**config.mk**
```make
export PLATFORM = sky130hd
export DESIGN_NAME = priv_trap_sequencer
export DESIGN_NICKNAME = d
export VERILOG_FILES = /design/src/rtl/priv_trap_pkg.sv /design/src/rtl/priv_trap_prio_enc.sv /design/src/rtl/priv_trap_sequencer.sv
export SDC_FILE = /design/constraint.sdc
export NUM_CORES = 1
export LEC_CHECK = 0
export ABC_AREA = 1
export CORE_UTILIZATION = 44
export CTS_CLUSTER_SIZE = 8
export DETAILED_ROUTE_END_ITERATION = 10
export GPL_ROUTABILITY_DRIVEN = 0
export GPL_TIMING_DRIVEN = 0
export PLACE_DENSITY = 0.82
export SYNTH_ARGS = -nofsm -noshare
export SYNTH_HDL_FRONTEND = slang
export SYNTH_HIERARCHICAL = 1
export SYNTH_SLANG_ARGS = --single-unit
```
**constraint.sdc**
```tcl
create_clock -name CLK -period 4.9 [get_ports CLK]
set_clock_uncertainty 0.1 [all_clocks]
set_input_delay 0.49 -clock CLK [delete_from_list [all_inputs] [get_ports CLK]]
set_output_delay 0.49 -clock CLK [all_outputs]
set_load 0.03 [all_outputs]
```
**src/rtl/priv_trap_pkg.sv**
```systemverilog
// priv_trap_pkg
// Shared types and constants for the machine-mode trap sequencer.
//   trap_state_t : sequencer FSM states
//   exc_code_t   : synchronous exception cause codes
//   int_code_t   : interrupt cause codes
//   trap_cause_t : {intr, code} pair carried through the sequencer
//   EXC_BIT_*    : bit positions inside exc_flags (bit 11 = breakpoint ... bit 0 = fault_l)
//   INT_BIT_*    : bit positions inside int_pend  (bit 2 = ext, 1 = soft, 0 = timer)
package priv_trap_pkg;

    localparam int CODE_W = 5;
    localparam int EXC_W  = 12;
    localparam int INT_W  = 3;

    // exc_flags layout: MSB-first matches exception priority, highest first.
    localparam int EXC_BIT_FAULT_L          = 0;
    localparam int EXC_BIT_FAULT_S          = 1;
    localparam int EXC_BIT_FAULT_LOAD_PAGE  = 2;
    localparam int EXC_BIT_FAULT_STORE_PAGE = 3;
    localparam int EXC_BIT_MAL_L            = 4;
    localparam int EXC_BIT_MAL_S            = 5;
    localparam int EXC_BIT_ENV              = 6;
    localparam int EXC_BIT_MAL_INSN         = 7;
    localparam int EXC_BIT_ILLEGAL_INSN     = 8;
    localparam int EXC_BIT_FAULT_INSN       = 9;
    localparam int EXC_BIT_FAULT_INSN_PAGE  = 10;
    localparam int EXC_BIT_BREAKPOINT       = 11;

    localparam int INT_BIT_TIMER = 0;
    localparam int INT_BIT_SOFT  = 1;
    localparam int INT_BIT_EXT   = 2;

    typedef enum logic [2:0] {
        ST_IDLE     = 3'd0,
        ST_DRAIN    = 3'd1,
        ST_UPDATE   = 3'd2,
        ST_REDIRECT = 3'd3,
        ST_SLEEP    = 3'd4
    } trap_state_t;

    typedef enum logic [CODE_W-1:0] {
        EXC_MAL_INSN    = 5'd0,
        EXC_FAULT_INSN  = 5'd1,
        EXC_ILLEGAL     = 5'd2,
        EXC_BREAKPOINT  = 5'd3,
        EXC_MAL_LOAD    = 5'd4,
        EXC_FAULT_LOAD  = 5'd5,
        EXC_MAL_STORE   = 5'd6,
        EXC_FAULT_STORE = 5'd7,
        EXC_ECALL_U     = 5'd8,
        EXC_ECALL_S     = 5'd9,
        EXC_ECALL_M     = 5'd11,
        EXC_PAGE_INSN   = 5'd12,
        EXC_PAGE_LOAD   = 5'd13,
        EXC_PAGE_STORE  = 5'd15
    } exc_code_t;

    typedef enum logic [CODE_W-1:0] {
        INT_SOFT  = 5'd3,
        INT_TIMER = 5'd7,
        INT_EXT   = 5'd11
    } int_code_t;

    typedef struct packed {
        logic              intr;
        logic [CODE_W-1:0] code;
    } trap_cause_t;

endpackage

```
**src/rtl/priv_trap_prio_enc.sv**
```systemverilog
// priv_trap_prio_enc
// Combinational priority encoder: picks one trap cause from the raw flags.
//   exc_flags : synchronous exception flags (layout in priv_trap_pkg)
//   int_pend  : masked pending interrupts {ext, soft, timer}
//   curr_priv : current privilege, selects the ecall code
//   valid     : some exception or interrupt is present
//   cause     : selected {intr, code}
//   tval_zero : mtval must be written as 0 (interrupt, ecall, breakpoint)
module priv_trap_prio_enc
    import priv_trap_pkg::*;
(
    input  logic [EXC_W-1:0] exc_flags,
    input  logic [INT_W-1:0] int_pend,
    input  logic [1:0]       curr_priv,
    output logic             valid,
    output trap_cause_t      cause,
    output logic             tval_zero
);

    always_comb begin
        valid      = 1'b1;
        cause      = '0;
        tval_zero  = 1'b0;
        // Synchronous exceptions always beat interrupts.
        if (exc_flags[EXC_BIT_BREAKPOINT]) begin
            cause.code = EXC_BREAKPOINT;
            tval_zero  = 1'b1;
        end else if (exc_flags[EXC_BIT_FAULT_INSN_PAGE]) begin
            cause.code = EXC_PAGE_INSN;
        end else if (exc_flags[EXC_BIT_FAULT_INSN]) begin
            cause.code = EXC_FAULT_INSN;
        end else if (exc_flags[EXC_BIT_ILLEGAL_INSN]) begin
            cause.code = EXC_ILLEGAL;
        end else if (exc_flags[EXC_BIT_MAL_INSN]) begin
            cause.code = EXC_MAL_INSN;
        end else if (exc_flags[EXC_BIT_ENV]) begin
            // ecall from U/S/M maps to 8/9/11
            cause.code = EXC_ECALL_U + CODE_W'(curr_priv);
            tval_zero  = 1'b1;
        end else if (exc_flags[EXC_BIT_MAL_S]) begin
            cause.code = EXC_MAL_STORE;
        end else if (exc_flags[EXC_BIT_MAL_L]) begin
            cause.code = EXC_MAL_LOAD;
        end else if (exc_flags[EXC_BIT_FAULT_STORE_PAGE]) begin
            cause.code = EXC_PAGE_STORE;
        end else if (exc_flags[EXC_BIT_FAULT_LOAD_PAGE]) begin
            cause.code = EXC_PAGE_LOAD;
        end else if (exc_flags[EXC_BIT_FAULT_S]) begin
            cause.code = EXC_FAULT_STORE;
        end else if (exc_flags[EXC_BIT_FAULT_L]) begin
            cause.code = EXC_FAULT_LOAD;
        end else if (int_pend[INT_BIT_EXT]) begin
            cause.intr = 1'b1;
            cause.code = INT_EXT;
            tval_zero  = 1'b1;
        end else if (int_pend[INT_BIT_SOFT]) begin
            cause.intr = 1'b1;
            cause.code = INT_SOFT;
            tval_zero  = 1'b1;
        end else if (int_pend[INT_BIT_TIMER]) begin
            cause.intr = 1'b1;
            cause.code = INT_TIMER;
            tval_zero  = 1'b1;
        end else begin
            valid = 1'b0;
        end
    end

endmodule

```
**src/rtl/priv_trap_sequencer.sv**
```systemverilog
// priv_trap_sequencer
// Sequences trap entry, xRET return and WFI sleep between the hazard unit
// and the CSR file.
//   CLK, RST      : clock, asynchronous active-high reset
//   exc_flags     : raw exception flags, int_pend : masked interrupts
//   mret/sret/wfi : commit strobes from the pipeline
//   ex_mem_stall  : memory stage busy, trap entry waits in DRAIN
//   pipe_clear    : hazard unit flush-complete acknowledge
//   epc_in, badaddr_in, curr_priv, mtvec, mepc, sepc : trap context
//   csr_trap_we / csr_ret_we : one-cycle CSR update strobes
//   mcause_o, mepc_o, mtval_o : latched trap context for the CSR file
//   insert_pc, priv_pc : redirect request and target
//   wfi_sleep     : pipeline hold while sleeping
//   state_dbg     : current FSM state
//
// Redirect handshake: insert_pc acts as valid and pipe_clear as ready. Once
// insert_pc rises, priv_pc is held stable until a cycle in which both are
// high; that cycle completes the transfer and insert_pc drops after it.
module priv_trap_sequencer
    import priv_trap_pkg::*;
#(
    parameter int WORD_W  = 32,
    parameter int CAUSE_W = 5
) (
    input  logic              CLK,
    input  logic              RST,
    input  logic [EXC_W-1:0]  exc_flags,
    input  logic              mret,
    input  logic              sret,
    input  logic              wfi,
    input  logic [INT_W-1:0]  int_pend,
    input  logic              ex_mem_stall,
    input  logic              pipe_clear,
    input  logic [WORD_W-1:0] epc_in,
    input  logic [WORD_W-1:0] badaddr_in,
    input  logic [1:0]        curr_priv,
    input  logic [WORD_W-1:0] mtvec,
    input  logic [WORD_W-1:0] mepc,
    input  logic [WORD_W-1:0] sepc,
    output logic              csr_trap_we,
    output logic              csr_ret_we,
    output logic [WORD_W-1:0] mcause_o,
    output logic [WORD_W-1:0] mepc_o,
    output logic [WORD_W-1:0] mtval_o,
    output logic              insert_pc,
    output logic [WORD_W-1:0] priv_pc,
    output logic              wfi_sleep,
    output trap_state_t       state_dbg
);

    trap_state_t      state;
    trap_cause_t      cause_q;
    logic [EXC_W-1:0] exc_gated;
    logic             enc_valid;
    logic             enc_tval_zero;
    trap_cause_t      enc_cause;
    logic [WORD_W-1:0] tval_next;

    // Exceptions cannot wake a sleeping hart; only interrupts reach the encoder there.
    assign exc_gated = (state == ST_SLEEP) ? '0 : exc_flags;
    assign tval_next = enc_tval_zero ? '0 : badaddr_in;
    assign state_dbg = state;

    priv_trap_prio_enc u_prio_enc (
        .exc_flags (exc_gated),
        .int_pend  (int_pend),
        .curr_priv (curr_priv),
        .valid     (enc_valid),
        .cause     (enc_cause),
        .tval_zero (enc_tval_zero)
    );

    function automatic logic [WORD_W-1:0] cause_word(input trap_cause_t c);
        logic [WORD_W-1:0] w;
        w              = '0;
        w[WORD_W-1]    = c.intr;
        w[CAUSE_W-1:0] = CAUSE_W'(c.code);
        return w;
    endfunction

    // Only interrupts in vectored mode get an offset; everything else uses the base.
    function automatic logic [WORD_W-1:0] trap_target(input trap_cause_t c,
                                                      input logic [WORD_W-1:0] tvec);
        logic [WORD_W-1:0] base;
        base = {tvec[WORD_W-1:2], 2'b00};
        if (c.intr && (tvec[1:0] == 2'b01)) begin
            return base + (WORD_W'(c.code) << 2);
        end
        return base;
    endfunction

    always_ff @(posedge CLK or posedge RST) begin
        if (RST) begin
            state       <= ST_IDLE;
            cause_q     <= '0;
            csr_trap_we <= 1'b0;
            csr_ret_we  <= 1'b0;
            mcause_o    <= '0;
            mepc_o      <= '0;
            mtval_o     <= '0;
            insert_pc   <= 1'b0;
            priv_pc     <= '0;
            wfi_sleep   <= 1'b0;
        end else begin
            // Strobes are single-cycle: only the transition into UPDATE raises them.
            csr_trap_we <= 1'b0;
            csr_ret_we  <= 1'b0;
            case (state)
                ST_IDLE: begin
                    if (enc_valid) begin
                        cause_q  <= enc_cause;
                        mcause_o <= cause_word(enc_cause);
                        mepc_o   <= epc_in;
                        mtval_o  <= tval_next;
                        if (ex_mem_stall) begin
                            state <= ST_DRAIN;
                        end else begin
                            state       <= ST_UPDATE;
                            csr_trap_we <= 1'b1;
                            priv_pc     <= trap_target(enc_cause, mtvec);
                        end
                    end else if (mret || sret) begin
                        state      <= ST_UPDATE;
                        csr_ret_we <= 1'b1;
                        priv_pc    <= mret ? mepc : sepc;
                    end else if (wfi) begin
                        state     <= ST_SLEEP;
                        wfi_sleep <= 1'b1;
                    end
                end
                ST_DRAIN: begin
                    if (!ex_mem_stall) begin
                        state       <= ST_UPDATE;
                        csr_trap_we <= 1'b1;
                        priv_pc     <= trap_target(cause_q, mtvec);
                    end
                end
                ST_UPDATE: begin
                    state     <= ST_REDIRECT;
                    insert_pc <= 1'b1;
                end
                ST_REDIRECT: begin
                    if (pipe_clear) begin
                        state     <= ST_IDLE;
                        insert_pc <= 1'b0;
                    end
                end
                ST_SLEEP: begin
                    if (enc_valid) begin
                        cause_q     <= enc_cause;
                        mcause_o    <= cause_word(enc_cause);
                        mepc_o      <= epc_in;
                        mtval_o     <= tval_next;
                        wfi_sleep   <= 1'b0;
                        state       <= ST_UPDATE;
                        csr_trap_we <= 1'b1;
                        priv_pc     <= trap_target(enc_cause, mtvec);
                    end
                end
                default: state <= ST_IDLE;
            endcase
        end
    end

endmodule

```
==> results of run 1 <==
[layout by cell type (no fill, tap or decap), types with 18 or more instances in the layout]
master,n
nand3_1,116
o21ai_0,38
nor2_1,132
a21oi_1,51
nand2_1,402
conb_1,27
clkdlybuf4s50_1,290
inv_1,108
dfrtp_1,109
inv_2,18
buf_4,31
[area by class of cell]
type | instances | area (um^2)
multi-input cells | 899 | 4250
clock inverters | 7 | 80.1
inverters | 128 | 485
repair buffers | 291 | 2930
clock buffers | 9 | 225
plain buffers | 72 | 433
fillers | 1546 | 5880
well taps | 225 | 282
flip-flops and latches | 109 | 2730
[sequential cells by signal, summed over array words and instances (netlist names), 3 cells and up]
name / count
mtval_o: 32
priv_pc: 32
mepc_o: 32
state_dbg: 3
cause_q: 5
[synthesized netlist by cell type (3+ instances only)]
master    instances
buf_4            31
o21ai_1          11
nor3_1            9
buf_1             8
or2_2             6
nand4_1          13
buf_6             4
o211ai_1          9
nand2_1         402
inv_1           109
ha_1             10
mux2i_1           3
nand3_1         116
nand3b_1          3
nor2_4            7
dfrtp_1         109
inv_2            18
nor2_1          132
nor2_2           14
o21ai_0          38
nand3_2           6
nand2_2           6
xor2_1            5
a41oi_2           3
a31oi_1           5
clkbuf_1         17
a21oi_1          51
buf_2            12
[worst paths after layout]
check | startpoint | to | cells past startpoint
worst max-delay path | state_dbg[0] | priv_pc[22] | 30
max in group asynchronous | RST | priv_pc[6] | 3
min in group asynchronous | RST | mtval_o[20] | 2
worst max register to register | state_dbg[0] | priv_pc[22] | 30
worst min register to register | mepc_o[23] | mepc_o[23] | 2
worst min-delay path | mepc_o[23] | mepc_o[23] | 2
[cell families after synthesis]
kind of cell	Yosys count	synth area share
and+or+nand+nor	721	0.401
buffers and inverters	200	0.117
AOI/OAI and AO/OA	130	0.0995
DFF	109	0.350
adders and majority gates	12	0.0212
xor gates and xnor gates	6	0.00674
muxes	3	0.00385
other	2	0.000963
[power by group]
part	leakage [nW]	total [W]	internal, W	switching (W)
Sequential	1.35	0.00155	0.00130	0.000250
Clock	0.154	0.000780	0.000406	0.000374
Combinational	4.06	0.00366	0.00137	0.00230
[repair_timing]
item,4_1_cts,5_1_grt
setup buffers,0,0
hold endpoints to repair,0,0
gates resized for setup,0,1
endpoints found under the setup margin,0,3
[metrics by stage]
stage          cells  utilization  setup WS (ns)  area, um^2  power, W
6_report        1740        0.660          0.388       11400   0.00599
3_5_place_dp    1724        0.642          0.410       11100   0.00520
2_1_floorplan   1208            -          0.997        7890   0.00368
5_1_grt         1740        0.660         0.0269       11400   0.00633
3_3_place_gp    1723        0.640         -0.319       11100   0.00513
4_1_cts         1740        0.660          0.335       11400   0.00600
[metal layers]
layer / vias up / routed length (um) / GRT usage
li1: 4345 / - / -
met2: 460 / 14000 / 0.545
met1: 4153 / 10400 / 0.353
met3: 96 / 2660 / 0.0683
met4: 0 / 1730 / 0.195
met5: - / 0 / 0
[worst min-delay path, stage by stage, from the launching register on]
cell and delay [ns]:
dfrtp_1 0.35, nand2_1 0.05, nand2_1 0.04
==> impl_summary.txt, run 1 <==
----------------------------------------------------
[Run status]
  Status ... completed

[Logic synthesis]
  Flop and latch count out of synthesis ... 109
  Yosys warnings ... 6
  Share of async-settable or async-resettable flops after synthesis ... 1.00
  Netlist Area Pre-Place ... 7800 um^2
  Number of different library cells in the post-synthesis netlist ... 46
  Area share of the leading cell type in the synthesized netlist ... 0.350
  Cell accounting for the most synthesized area ... dfrtp_1
  Fraction of the yosys area taken by sequential cells ... 0.350
  Top post-synthesis cells by area ... dfrtp_1 (35%), nand2_1 (19%), nand3_1 (7.4%), nor2_1 (6.4%), inv_1 (5.2%)
  Most used flip-flop cell after synthesis ... dfrtp_1
  EDFF count, synth ... 0
  Gate count of the mapped netlist ... 1,183
  Synth Area per Inst ... 6.59 um^2

[GRT]
  Total overflow reported by the global router ... 0
  Initial antenna violation count ... 2
  Wire length of the first global-routing pass ... 44,000 um
  Number of global-route vias before repair ... 8,679
  Largest net degree at the start of global routing ... 61
  GRT Util Overall ... 0.315

[STA]
  Max-slew headroom at the worst pin ... 0.555
  Final Cycle Share ... 0.921
  Number of hold-slack violations in the final timing report ... 0
  Max Transition Viols Final ... 0
  Timing-limited maximum frequency ... 0.222 GHz
  Setup repair after global routing missed its margin ... no
  Actual slew at the worst max-slew pin ... 0.663 ns
  Finish-stage setup viols ... 0
  Final Critical Period ... 4.51 ns
  Setup total negative slack ... 0 ns
  Worst hold margin ... 0.375 ns

[Worst setup path]
  Crit path buf inv count ... 7
  CP top delay family ... simple AND/OR/NAND/NOR gates
  Classification of the worst setup path ... reg -> reg
  Startpoint Class ... register
  Worst Path Arrival ... 4.72 ns
  CP max stage delay ... 0.48 ns
  Most common cell on crit path ... nand2_1
  Required time reported for the critical path endpoint ... 5.10 ns
  Cell with the largest stage delay on the worst path ... dfrtp_1
  Category of the worst setup path capture point ... register
  Max FO, Critical Path ... 10
  Minimum setup slack among reg-to-reg paths ... 0.39 ns

[Detailed routing]
  Starting DRC count in detailed routing ... 752
  Routed wire per std cell ... 16.5 um
  Vias/cell ... 5.20
  Iteration count of the initial detailed-routing pass ... 6
  Final WL ... 28,800 um
  Post-route ant nets ... 0
  Detailed-route via count ... 9,054
  Drt drc ... 0

[Clock network]
  TritonCTS clock tree ... yes
  Clock buffer count from CTS ... 9
  Clock latency on the worst-skew pair ... 0.36 ns
  Number of hold-repair buffers added at the cts stage ... 0
  H-tree depth ... 3
  Number of buffers between clock root and the deepest sink ... 2
  Clock transition at path regs ... 0.08 ns
  Clock tree root driver cell ... clkbuf_16
  TritonCTS sink count ... 109

[Floorplanning]
  Die width ... 135 um
  Die boundary height ... 135 um
  Area enclosed by the die boundary ... 18,300 um^2
  Count of boundary I/O pins ... 319
  Starting density of the core ... 0.451
  Floorplan row count ... 48
  Core area ... 17,300 um^2

[Finish]
  Area growth from synthesis to layout ... 46.4%
  Layout cells sized above 1 ... 0.0911
  Final nets ... 1,706
  # diodes ... 0

[Placement]
  I/O Buffers ... 290
  Sum of net half-perimeters after detailed placement ... 23,200 um

[Power and ir drop]
  Leakage power figure ... 5.56 nW
  Power per standard cell area ... 525 nW/um^2
  Maximum resistive drop on vdd ... 0.411 mV

[Flow run]
  # Max-Cap Violations ... 0

[Worst hold path]
  Path type of the worst min-delay path ... reg -> reg

----------------------------------------------------
No activity file was read; power rests on OpenSTA's default activity.
==> inputs of run 2 (changes only) <==
Settings changed: RECOVER_POWER set to 100.
==> run 2 against run 1 <==
The flow now finishes with violations (capacitance limit, slew limit); register-to-register slack is essentially flat; critical path depth is the same; worst hold slack lost 0.0062 ns; global-route usage is the same; clock power is essentially flat; combinational power shrank 5%; maximum frequency is essentially flat; critical path type unchanged; critical endpoint unchanged.
==> impl_summary.txt, run 2 (same netlist as run 1, synthesis figures left out) <==
----------------------------------------------------
[Finish]
  Post-Layout Cell Count ... 1,740
  Share of the core filled with cells in the final layout ... 0.655
  Area growth from synthesis to layout ... 45.3%
  # diodes ... 0
  Final instance area ... 11,300 um^2
  Final nets ... 1,706
  Layout cells sized above 1 ... 0.0845
  Most frequent cells in the layout ... nand2_1 (402), clkdlybuf4s50_1 (180), nor2_1 (134)
  Largest regs ... mepc_o: 32 flops, mtval_o: 32 flops, priv_pc: 32 flops
  Filler Cells Inserted ... 1,564
  Most common cell after layout, fill and taps aside ... nand2_1

[GRT]
  Total overflow reported by the global router ... 0
  Wire length of the first global-routing pass ... 44,000 um
  GRT Util Overall ... 0.315
  Largest net degree at the start of global routing ... 61
  Number of global-route vias before repair ... 8,679
  Initial antenna violation count ... 2

[Power and ir drop]
  Switching component of the power ... 0.00289 W
  Combinational fraction of design power ... 0.601
  Internal Pwr Total ... 0.00289 W
  Seq pwr share ... 0.264
  Proportion of power drawn by the clock network ... 0.135
  Switching part of the total ... 0.500
  Power per standard cell area ... 510 nW/um^2
  Maximum resistive drop on vdd ... 0.386 mV
  Leakage power figure ... 5.66 nW
  Final total power ... 0.00577 W

[Worst setup path]
  Max FO, Critical Path ... 10
  Worst Reg-to-Reg Cells ... 30
  Most common cell on crit path ... nand2_1
  Required time reported for the critical path endpoint ... 5.10 ns
  Crit path buf inv count ... 7
  CP top delay family ... simple AND/OR/NAND/NOR gates
  Cell with the largest stage delay on the worst path ... dfrtp_1
  CP max stage delay ... 0.47 ns
  Category of the worst setup path capture point ... register
  Critical path depth in cells ... 30
  Startpoint Class ... register
  Worst Path Arrival ... 4.72 ns
  Classification of the worst setup path ... reg -> reg

[Floorplanning]
  Starting density of the core ... 0.451
  Die width ... 135 um
  Floorplan row count ... 48
  Area enclosed by the die boundary ... 18,300 um^2
  Count of boundary I/O pins ... 319
  Core area ... 17,300 um^2
  Die boundary height ... 135 um

[Clock network]
  Clock latency on the worst-skew pair ... 0.35 ns
  Clock buffer count from CTS ... 9
  TritonCTS sink count ... 109
  H-tree depth ... 3
  Clock transition at path regs ... 0.08 ns
  TritonCTS clock tree ... yes
  Post-CTS setup buffer count ... 0
  Clock tree root driver cell ... clkbuf_16
  Number of buffers between clock root and the deepest sink ... 2

[Run status]
  Failing checks ... capacitance limit, slew limit
  Status ... finished with violations

[Flow run]
  # Max-Cap Violations ... 2

[Worst hold path]
  Path type of the worst min-delay path ... reg -> reg
  Number of cells on the worst hold path ... 2

[Detailed routing]
  Drt drc ... 0
  Vias/cell ... 5.19
  Post-route ant nets ... 0
  Final WL ... 28,700 um
  Iteration count of the initial detailed-routing pass ... 6
  Starting DRC count in detailed routing ... 679
  Routed wire per std cell ... 16.5 um
  Detailed-route via count ... 9,026

[STA]
  Max Transition Viols Final ... 112
  Timing-limited maximum frequency ... 0.221 GHz
  Final Critical Period ... 4.52 ns
  Setup repair after global routing missed its margin ... no
  Final Cycle Share ... 0.922
  Actual slew at the worst max-slew pin ... 2.25 ns
  Number of hold-slack violations in the final timing report ... 0
  Max-slew headroom at the worst pin ... -0.509
  Worst hold margin ... 0.368 ns
  Finish-stage setup viols ... 0

[Placement]
  Sum of net half-perimeters after detailed placement ... 23,200 um
  I/O Buffers ... 290
  Number of placed instances, taps included ... 1,724
  DP Area ... 11,100 um^2

----------------------------------------------------
==> run 2: cell types whose count changed in the layout (fill, tap and decap cells not counted), moves of 2 or more <==
cell and delta:
clkdlybuf4s50_1 -110, dlygate4sd3_1 +110, clkbuf_1 +5, buf_2 -4, clkbuf_2 +4, buf_4 -2
buf_6 -2, clkinvlp_2 +2, inv_1 +2, inv_2 -2, inv_4 -2, nor2_1 +2
==> run 2: metrics by stage <==
stage / setup TNS, ns / setup WS, ns
after floorplan: 0 / 0.997
after global placement: -34.06 / -0.319
after detailed placement: 0 / 0.410
after CTS: 0 / 0.335
after global routing: 0 / 0.0288
final: 0 / 0.384
==> run 2: path summary, 6_finish.rpt <==
| kind | to | start | slack, ns |
|---|---|---|---|
| min in group asynchronous | mtval_o[20] | RST | 1.09 |
| max in group asynchronous | mepc_o[4] | RST | 1.33 |
| setup / recovery | priv_pc[22] | state_dbg[0] | 0.38 |
| hold / removal | mepc_o[11] | mepc_o[11] | 0.37 |
| setup reg to reg | priv_pc[22] | state_dbg[0] | 0.38 |
| hold reg to reg | mepc_o[11] | mepc_o[11] | 0.37 |
==> run 2: final cells by class <==
cell class | count | area (um^2) | area share
buffer | 72 | 413 | 0.0364
clock buffer | 9 | 225 | 0.0199
clock inverter | 7 | 80.1 | 0.00707
inverter | 128 | 483 | 0.0426
multi-input combinational | 899 | 4210 | 0.372
sequential | 109 | 2730 | 0.241
tap | 225 | 282 | 0.0249
timing repair buffer | 291 | 2910 | 0.257
==> run 2: tightest hold or removal path, stage by stage, from the launching register on <==
cell and delay, ns:
dfrtp_1 0.34, nand2_1 0.05, nand2_1 0.05
==> run 2: routing by layer <==
| layer | up-vias | GRT usage | share of wire |
|---|---|---|---|
| li1 | 4351 | - | - |
| met1 | 4086 | 0.353 | 0.36 |
| met2 | 480 | 0.545 | 0.48 |
| met3 | 109 | 0.0683 | 0.099 |
| met4 | 0 | 0.195 | 0.064 |
| met5 | - | 0 | 0 |
==> run 2: power by group through the flow <==
stage                     clock network [W]  registers, W  logic (W)
final                              0.000780       0.00153    0.00347
after global routing               0.000821       0.00157    0.00373
after CTS                          0.000792       0.00154    0.00366
after detailed placement                  0       0.00155    0.00365
after global placement                    0       0.00154    0.00359
after floorplan                           0       0.00227    0.00142
==> run 2: what timing repair did <==
item / CTS / global route
resized for setup: 0 / 1
setup endpoints to repair: 0 / 3
hold buffers: 0 / 0
==> inputs of run 3 (changes only) <==
Settings changed: CELL_PAD_IN_SITES_DETAIL_PLACEMENT set to 0, CELL_PAD_IN_SITES_GLOBAL_PLACEMENT set to 1, CORE_UTILIZATION 44 to 30, PLACE_DENSITY 0.82 to unset, PLACE_DENSITY_LB_ADDON set to 0.1, SKIP_CTS_REPAIR_TIMING set to 1.
==> run 3 against run 2 <==
The flow still finishes with violations (capacitance limit, slew limit); sequential power barely moved; first-iteration DRC count fell by 32%; combinational power about the same; global-route usage is 7.8 points lower; non-clock buffer count is the same; critical path depth is 7 lower; largest cell class unchanged.
==> impl_summary.txt, run 3 (same netlist as run 1, synthesis figures left out) <==
----------------------------------------------------
[Run status]
  Status ... finished with violations
  Failing checks ... capacitance limit, slew limit

[STA]
  Worst hold margin ... 0.372 ns
  Actual slew at the worst max-slew pin ... 2.08 ns
  Number of hold-slack violations in the final timing report ... 0
  Timing-limited maximum frequency ... 0.220 GHz
  Final Critical Period ... 4.54 ns
  Minimum setup slack in the final design ... 0.356 ns
  Max-slew headroom at the worst pin ... -0.391
  Finish-stage setup viols ... 0
  Final Cycle Share ... 0.927
  Setup repair after global routing missed its margin ... no
  Max Transition Viols Final ... 112

[Detailed routing]
  Detailed-route via count ... 8,641
  Starting DRC count in detailed routing ... 464
  Vias/cell ... 4.68
  Final WL ... 31,500 um
  Post-route ant nets ... 0
  Routed wire per std cell ... 17.1 um
  Iteration count of the initial detailed-routing pass ... 5
  Drt drc ... 0

[Placement]
  Sum of net half-perimeters after detailed placement ... 25,000 um
  Place WS ... 0.161 ns
  I/O Buffers ... 290
  Number of placed instances, taps included ... 1,829

[Worst setup path]
  CP max stage delay ... 0.48 ns
  Category of the worst setup path capture point ... register
  Required time reported for the critical path endpoint ... 5.06 ns
  Minimum setup slack among reg-to-reg paths ... 0.36 ns
  Launch instance of the worst register-to-register path ... state_dbg[0]
  Max FO, Critical Path ... 10
  Worst-path cell chain ... nor2_4 > nand2_4 > inv_2 > buf_6 > buf_4 > clkbuf_4 > nor2_1 > nor2_1 > inv_1 > nor2_1 > nand4_1 > nor2_1 > nand2_1 > inv_1 > clkbuf_1 > nor2_2 > nor2_1 > inv_1 > buf_4 > nand3_1 > nand2_1 > a21oi_1 > nor2_1
  Critical Path Start ... state_dbg[0]
  Endpoint of the most critical setup path ... priv_pc[17]
  Worst Reg-to-Reg Cells ... 23
  Classification of the worst setup path ... reg -> reg
  Worst Path Arrival ... 4.70 ns
  Destination of the worst register-to-register timing path ... priv_pc[17]
  Cell with the largest stage delay on the worst path ... dfrtp_1
  Most common cell on crit path ... nor2_1
  Startpoint Class ... register

[GRT]
  Total overflow reported by the global router ... 0
  Largest net degree at the start of global routing ... 70
  Wire length of the first global-routing pass ... 48,000 um
  Initial antenna violation count ... 0
  Number of global-route vias before repair ... 8,387
  GRT Util Overall ... 0.238

[Power and ir drop]
  Power per standard cell area ... 509 nW/um^2
  Seq pwr share ... 0.259
  Proportion of power drawn by the clock network ... 0.143
  Combinational fraction of design power ... 0.598
  Internal Pwr Total ... 0.00288 W
  Maximum resistive drop on vdd ... 0.229 mV
  Switching part of the total ... 0.507
  Switching component of the power ... 0.00297 W
  Leakage power figure ... 5.66 nW

[Clock network]
  Clock transition at path regs ... 0.10 ns
  Clock tree root driver cell ... clkbuf_16
  Clock latency on the worst-skew pair ... 0.38 ns
  TritonCTS sink count ... 109
  Number of buffers between clock root and the deepest sink ... 2
  Clock buffer count from CTS ... 9
  H-tree depth ... 3
  TritonCTS clock tree ... yes

[Finish]
  Most common cell after layout, fill and taps aside ... nand2_1
  Most frequent cells in the layout ... nand2_1 (402), clkdlybuf4s50_1 (180), nor2_1 (135)
  Largest regs ... mepc_o: 32 flops, mtval_o: 32 flops, priv_pc: 32 flops
  # diodes ... 0
  Post-Layout Cell Count ... 1,845
  Final nets ... 1,706
  Layout cells sized above 1 ... 0.0825
  Area growth from synthesis to layout ... 47.3%
  Share of the core filled with cells in the final layout ... 0.454

[Floorplanning]
  Count of boundary I/O pins ... 319
  Die boundary height ... 163 um
  Core area ... 25,300 um^2
  Starting density of the core ... 0.308
  Floorplan row count ... 58
  Die width ... 163 um
  Area enclosed by the die boundary ... 26,600 um^2

[Worst hold path]
  Start point of the worst hold path ... mepc_o[14]
  Path type of the worst min-delay path ... reg -> reg

[Flow run]
  # Max-Cap Violations ... 2

----------------------------------------------------
==> run 3: worst min-delay path by stage <==
stage	to	slack (ns)	cells past startpoint
2_1_floorplan	state_dbg[1]	0.50	1
3_3_place_gp	mepc_o[4]	0.35	2
3_5_place_dp	mepc_o[10]	0.36	2
4_1_cts	mepc_o[14]	0.38	2
5_1_grt	mtval_o[5]	0.40	2
6_report	mepc_o[14]	0.37	2
==> run 3: cell type report <==
| cell class | count | area, um^2 |
|---|---|---|
| Buffer | 72 | 427 |
| Multi-Input combinational cell | 899 | 4200 |
| Timing Repair Buffer | 291 | 2910 |
| Sequential cell | 109 | 2730 |
| Inverter | 128 | 484 |
| Clock inverter | 7 | 101 |
| Clock buffer | 9 | 225 |
| Tap cell | 330 | 413 |
| Fill cell | 2710 | 13800 |
==> run 3: metrics by stage <==
step	cell area [um^2]	TNS [ns]	total power, W
6_report	11500	0	0.00585
5_1_grt	11500	0	0.00626
4_1_cts	11600	0	0.00611
3_5_place_dp	11200	0	0.00524
3_3_place_gp	11200	-71.47	0.00522
2_1_floorplan	7890	0	0.00368
==> run 3: worst max-delay path: cells and delay by family, from the launching register on <==
kind / cells / cell delay [ns]
DFF: 1 / 0.48
buffers and inverters: 9 / 1.70
and+or+nand+nor: 13 / 1.91
AOI/OAI and AO/OA: 1 / 0.19
==> run 3: power by group through the flow <==
stage | logic, W | registers, W | clock network (W)
4_1_cts | 0.00371 | 0.00153 | 0.000860
6_report | 0.00350 | 0.00151 | 0.000838
5_1_grt | 0.00381 | 0.00156 | 0.000890
3_5_place_dp | 0.00371 | 0.00154 | 0
3_3_place_gp | 0.00368 | 0.00154 | 0
2_1_floorplan | 0.00142 | 0.00227 | 0
==> run 3: layer usage <==
metal,routed length [um],vias up,share of wire,global-route usage
li1,-,4356,-,-
met1,13300,3968,0.42,0.294
met2,15300,283,0.48,0.409
met3,2430,34,0.077,0.0546
met4,594,0,0.019,0.0671
met5,0,-,0,0
